<file path="src/rtl/cnn_pkg.sv">
// cnn_pkg: shared defaults and post-processing helpers for the conv
// accumulate/ReLU block.
//   DEF_* localparams  default widths, output shift and window length
//   round_shift()      arithmetic right shift with round-half-up
//   relu_sat()         clamp to [0, 2^ow-1]; returns {sat, value}
package cnn_pkg;

  localparam int DEF_PROD_WIDTH = 30;
  localparam int DEF_ACC_WIDTH  = 40;
  localparam int DEF_BIAS_WIDTH = 16;
  localparam int DEF_OUT_WIDTH  = 16;
  localparam int DEF_SHIFT      = 8;
  localparam int DEF_MAX_BEATS  = 25;

  // Operates on a 64-bit signed value so any accumulator up to 63 bits can
  // add the rounding constant without overflow.
  function automatic logic signed [63:0] round_shift(input logic signed [63:0] v,
                                                     input int sh);
    logic signed [63:0] half;
    half = (sh > 0) ? (64'sd1 <<< (sh - 1)) : 64'sd0;
    return (v + half) >>> sh;
  endfunction

  function automatic logic [64:0] relu_sat(input logic signed [63:0] r,
                                           input int ow);
    logic signed [63:0] maxv;
    maxv = (64'sd1 <<< ow) - 64'sd1;
    if (r < 64'sd0)
      return 65'd0;
    else if (r > maxv)
      return {1'b1, maxv};
    else
      return {1'b0, r};
  endfunction

endpackage

</file>
<file path="src/rtl/cnn_acc_post.sv">
// cnn_acc_post: combinational round / rescale / ReLU / saturate of a
// finished window sum.
//   i_fin   signed window sum (ACC_WIDTH)
//   o_data  unsigned activation (OUT_WIDTH)
//   o_sat   activation was clipped to all ones
module cnn_acc_post
  import cnn_pkg::*;
#(
  parameter int ACC_WIDTH = DEF_ACC_WIDTH,
  parameter int OUT_WIDTH = DEF_OUT_WIDTH,
  parameter int SHIFT     = DEF_SHIFT
) (
  input  logic signed [ACC_WIDTH-1:0] i_fin,
  output logic        [OUT_WIDTH-1:0] o_data,
  output logic                        o_sat
);

  logic signed [63:0] w_fin64;
  logic signed [63:0] w_r;
  logic        [64:0] w_res;

  always_comb begin
    w_fin64 = 64'(i_fin);
    w_r     = round_shift(w_fin64, SHIFT);
    w_res   = relu_sat(w_r, OUT_WIDTH);
    o_data  = w_res[OUT_WIDTH-1:0];
    o_sat   = w_res[64];
  end

endmodule

</file>
<file path="src/rtl/cnn_conv_acc_relu.sv">
// cnn_conv_acc_relu: accumulates one kernel window of sign-magnitude
// products plus bias, then rounds, rescales, applies ReLU and saturates.
//   clk, reset                 clock, async active-high reset
//   in_valid/in_ready          product beat handshake
//   in_prod, in_neg, in_last   product magnitude, subtract flag, window end
//   bias                       signed bias, sampled on first beat of window
//   out_valid/out_ready        activation handshake
//   out_data, out_sat          activation and clip flag
//   err_len                    sticky: window longer than MAX_BEATS
module cnn_conv_acc_relu
  import cnn_pkg::*;
#(
  parameter int PROD_WIDTH = DEF_PROD_WIDTH,
  parameter int ACC_WIDTH  = DEF_ACC_WIDTH,
  parameter int BIAS_WIDTH = DEF_BIAS_WIDTH,
  parameter int OUT_WIDTH  = DEF_OUT_WIDTH,
  parameter int SHIFT      = DEF_SHIFT,
  parameter int MAX_BEATS  = DEF_MAX_BEATS
) (
  input  logic                         clk,
  input  logic                         reset,
  input  logic                         in_valid,
  output logic                         in_ready,
  input  logic        [PROD_WIDTH-1:0] in_prod,
  input  logic                         in_neg,
  input  logic                         in_last,
  input  logic signed [BIAS_WIDTH-1:0] bias,
  output logic                         out_valid,
  input  logic                         out_ready,
  output logic        [OUT_WIDTH-1:0]  out_data,
  output logic                         out_sat,
  output logic                         err_len
);

  localparam int CNT_W = (MAX_BEATS > 1) ? $clog2(MAX_BEATS) : 1;

  logic signed [ACC_WIDTH-1:0] r_acc_p0;
  logic        [CNT_W-1:0]     r_cnt_p0;
  logic                        r_first_p0;
  logic signed [ACC_WIDTH-1:0] r_fin_p1;
  logic                        r_vld_p1;
  logic                        r_vld_p2;
  logic        [OUT_WIDTH-1:0] r_data_p2;
  logic                        r_sat_p2;
  logic                        r_err_len;

  logic signed [ACC_WIDTH-1:0] w_acc_base;
  logic signed [ACC_WIDTH-1:0] w_prod_ext;
  logic signed [ACC_WIDTH-1:0] w_acc_next;
  logic                        w_beat;
  logic                        w_move;
  logic        [OUT_WIDTH-1:0] w_post_data;
  logic                        w_post_sat;

  // Stage 1 frees whenever stage 2 is empty or draining, so the producer
  // only stalls when both result registers hold data and the consumer stalls.
  assign in_ready   = !r_vld_p1 || !r_vld_p2 || out_ready;
  assign w_beat     = in_valid && in_ready;
  assign w_move     = r_vld_p1 && (!r_vld_p2 || out_ready);

  assign w_acc_base = r_first_p0 ? ACC_WIDTH'(bias) : r_acc_p0;
  assign w_prod_ext = $signed(ACC_WIDTH'(in_prod));
  assign w_acc_next = in_neg ? (w_acc_base - w_prod_ext) : (w_acc_base + w_prod_ext);

  // ---- stage p0: accumulate beats of the current window
  always_ff @(posedge clk or posedge reset) begin
    if (reset) begin
      r_acc_p0   <= '0;
      r_cnt_p0   <= '0;
      r_first_p0 <= 1'b1;
      r_err_len  <= 1'b0;
    end else if (w_beat) begin
      r_acc_p0   <= w_acc_next;
      r_first_p0 <= in_last;
      r_cnt_p0   <= in_last ? '0 : r_cnt_p0 + CNT_W'(1);
      if (r_cnt_p0 == CNT_W'(MAX_BEATS - 1) && !in_last)
        r_err_len <= 1'b1;
    end
  end

  // ---- stage p1: finished window sum
  always_ff @(posedge clk or posedge reset) begin
    if (reset) begin
      r_fin_p1 <= '0;
      r_vld_p1 <= 1'b0;
    end else if (w_beat && in_last) begin
      r_fin_p1 <= w_acc_next;
      r_vld_p1 <= 1'b1;
    end else if (w_move) begin
      r_vld_p1 <= 1'b0;
    end
  end

  cnn_acc_post #(
    .ACC_WIDTH (ACC_WIDTH),
    .OUT_WIDTH (OUT_WIDTH),
    .SHIFT     (SHIFT)
  ) u_post (
    .i_fin  (r_fin_p1),
    .o_data (w_post_data),
    .o_sat  (w_post_sat)
  );

  // ---- stage p2: registered activation toward the pooling stage
  always_ff @(posedge clk or posedge reset) begin
    if (reset) begin
      r_vld_p2  <= 1'b0;
      r_data_p2 <= '0;
      r_sat_p2  <= 1'b0;
    end else if (w_move) begin
      r_vld_p2  <= 1'b1;
      r_data_p2 <= w_post_data;
      r_sat_p2  <= w_post_sat;
    end else if (out_ready) begin
      r_vld_p2  <= 1'b0;
    end
  end

  assign out_valid = r_vld_p2;
  assign out_data  = r_data_p2;
  assign out_sat   = r_sat_p2;
  assign err_len   = r_err_len;

endmodule

</file>
<file path="config.mk">
export PLATFORM = sky130hd
export DESIGN_NAME = cnn_conv_acc_relu
export DESIGN_NICKNAME = d
export VERILOG_FILES = /design/src/rtl/cnn_pkg.sv /design/src/rtl/cnn_acc_post.sv /design/src/rtl/cnn_conv_acc_relu.sv
export SDC_FILE = /design/constraint.sdc
export NUM_CORES = 1
export LEC_CHECK = 0
export ABC_CLOCK_PERIOD_IN_PS = 4500
export CAP_MARGIN = 0
export CORE_AREA = 2 2 137 139
export CTS_CLUSTER_SIZE = 10
export DETAILED_ROUTE_END_ITERATION = 12
export DIE_AREA = 0 0 139 141
export PLACE_DENSITY = 0.63
export RECOVER_POWER = 25
export SETUP_SLACK_MARGIN = 0.4
export SLEW_MARGIN = 10
export SYNTH_ARGS = -nofsm -noshare
export SYNTH_HDL_FRONTEND = slang
export SYNTH_HIERARCHICAL = 1
export SYNTH_SLANG_ARGS = --single-unit
</file>
<file path="constraint.sdc">
create_clock -name clk -period 4.5 [get_ports clk]
set_input_delay 0.9 -clock clk [delete_from_list [all_inputs] [get_ports clk]]
set_output_delay 0.9 -clock clk [all_outputs]
set_load 0.005 [all_outputs]
</file>
==> results.py <==
metrics = {
    "run_status": {
        "run_status": "finished, violations left",
        "failed_checks": "capacitance limit, slew limit",
    },
    "clocking": {
        "clock_tree.htree_level_count": 3,
        "clk_pin_slew_ns": 0.07,
        "cts_max_path_buffers": 2,
        "tritoncts": "yes",
        "ctsHoldBuffers": 0,
        "numCtsBuffers": 9,
        "clock_latency_ns": 0.35,
        "root_buffer": "clkbuf_16",
        "cts_sinks": 99,
    },
    "setup_path": {
        "endpoint_of_the_lowest_slack_register_to_register_path": "r_acc_p0[36]$_DFFE_PP0P_",
        "timing_worst_setup_path_type": "primary input to register",
        "worst_r2r_path_depth": 11,
        "crit_path_max_fanout": 4,
        "start_kind": "primary input",
        "worstReg2RegStart": "r_first_p0$_DFFE_PP1P_",
        "end_kind": "register",
        "worstPathRequired_ns": 4.73,
        "r2r_setup_slack_ns": 0.85,
        "cp.arrival_ns": 4.59,
    },
    "detailed_routing": {
        "drc": 0,
        "first_pass_iters": 4,
        "wl_per_cell_um": 15.8,
        "dr.first_iter.drc_count": 369,
        "route.final.wire_length_um": 22400,
        "post_drt_via_cell_ratio": 5.40,
        "ant_nets": 0,
        "vias": 7680,
    },
    "power": {
        "worst_ir_drop_vdd_uv": 257,
        "power.density_mw_per_mm2": 594,
        "static-leakage-power_nw": 5.08,
    },
    "global_routing": {
        "grt_max_degree": 53,
        "grtUsageTotal_pct": 22.7,
        "grt_overflow": 0,
        "grt_first_pass_wirelength_um": 36500,
        "grt_pass1_vias": 7194,
        "grt_antenna_before_repair": 0,
    },
    "placement": {
        "gp_congestion": 0.880,
        "placement.setup.worst_slack_ns": -0.590,
        "io_buffer_count": 71,
        "place_area_mm2": 0.0101,
        "place.detailed.hpwl_um": 17000,
    },
    "yosys": {
        "mappedNetlistArea_mm2": 0.00799,
        "syn-mean-instance-area_um2": 8.33,
        "postSynthNetCount": 1055,
        "yosysWarnings": 6,
        "synth_instances": 959,
    },
    "timing": {
        "setup_ws_ns": 0.147,
        "timing.final.setup_violations": 0,
        "hold_viol_final": 0,
        "max_clock_freq_mhz": 230,
        "final-max-slew-violation-count": 53,
        "grt_setup_unrepaired": "yes",
        "period_utilization_pct": 96.7,
        "timing.final.crit_period_ns": 4.35,
        "timing.setup.tns_ns": 0,
        "hold_ws_ns": 0.479,
        "timing.slew.headroom_pct": -51.3,
        "tightest_slew_ns": 2.26,
        "finalClockSkew_ns": 0.00889,
    },
    "floorplan": {
        "floorplan.initialDensity_pct": 43.7,
        "overall_die_area_mm2": 0.0196,
        "dieHeight_um": 141,
        "design.portCount": 72,
        "design.core.area_mm2": 0.0183,
        "fp-row-count": 50,
        "width_of_the_chip_um": 139,
    },
    "finish": {
        "drive_gt1_share_pct": 31.1,
        "area_delta_synth_final_pct": 39.9,
        "layout.nets": 1279,
        "antennaDiodeCount": 0,
        "final_design_area_no_fill_mm2": 0.0112,
        "share_of_the_core_filled_with_cells_pct": 61.2,
    },
    "hold_path": {
        "hold_path.class": "register to register",
        "hold_start": "err_len$_DFFE_PP0P_",
        "min_to": "err_len$_DFFE_PP0P_",
        "min_path_cells": 1,
    },
    "flow_run": {
        "maxCapViolCount": 1,
    },
}
how the worst max path moves through the flow:
stage,slack (ns),start,end,cells after the start
finish,0.15,in_prod[4],r_acc_p0[36]$_DFFE_PP0P_,16
global route,0.04,in_prod[4],r_acc_p0[36]$_DFFE_PP0P_,19
CTS,0.16,in_prod[1],r_acc_p0[36]$_DFFE_PP0P_,14
detailed placement,-0.59,in_prod[5],r_acc_p0[36]$_DFFE_PP0P_,17
global placement,-0.53,in_prod[5],r_fin_p1[34]$_DFFE_PP0P_,17
floorplan,-0.11,in_prod[6],r_acc_p0[37]$_DFFE_PP0P_,17
repair_timing:
item	4_1_cts	5_1_grt
buffers inserted	21	8
resized for setup	87	62
pin swaps	57	45
setup endpoints to repair	52	50
layout by cell type, fill, tap and decap left out, drive strengths merged, types with 5 or more instances in the layout:
master	instances
nand4	27
a31o	5
ha	43
xnor2	56
o21a	6
mux2i	5
o21ai	76
a21oi	76
nor2	58
dfrtp	98
mux2	57
nand2	143
o211ai	6
a21o	23
nor3	23
nor4	10
nor2b	7
and3	12
or3	5
clkdlybuf4s50	61
a31oi	11
nand2b	12
xor2	24
nand3	17
clkbuf	12
inv	46
buf	191
and4	5
and2	5
cell type report:
type | instances | area (µm²)
Fill cell | 1584 | 7090
Multi-Input combinational cell | 767 | 5750
Sequential cell | 99 | 2480
Timing Repair Buffer | 260 | 2190
Tap cell | 234 | 293
Clock buffer | 10 | 229
Inverter | 46 | 174
Clock inverter | 6 | 66.3
metrics by stage:
step,power [W],cells
3_3_place_gp,0.00512,1377
3_5_place_dp,0.00520,1377
5_1_grt,0.00709,1422
2_1_floorplan,0.00376,959
4_1_cts,0.00632,1414
6_report,0.00663,1422
per-layer routing:
layer	global-route usage [%]	part of all wire, %	up-vias
met5	0	0	-
met4	5.69	2.2	0
met3	1.87	2.8	31
met2	35.6	44	166
met1	33.9	51	3615
li1	-	-	3868
flip-flops by register name, indices dropped and copies added, names as in the netlist:
register	flops
out_data	16
out_valid	1
r_fin_p1	33
out_sat	1
err_len	1
r_vld_p1	1
r_first_p0	1
r_cnt_p0	5
r_acc_p0	40
critical path, stage by stage:
cell and delay, ns:
buf_6 0.09, or4_4 0.53, or3_4 0.36, or2_4 0.25, nor2_2 0.10, nor2_1 0.05, xnor2_1 0.12, ha_1 0.36
a21oi_2 0.17, o21ai_1 0.11, a221o_1 0.30, a31o_1 0.22, a31o_2 0.28, a311o_1 0.35, and3_1 0.16, mux2_4 0.25
power by group:
group / internal, W / total [W] / switching, W
registers: 0.00131 / 0.00170 / 0.000393
logic: 0.00215 / 0.00415 / 0.00200
clock network: 0.000432 / 0.000775 / 0.000342
total: 0.00390 / 0.00663 / 0.00274
No activity file was read; power rests on OpenSTA's default activity.
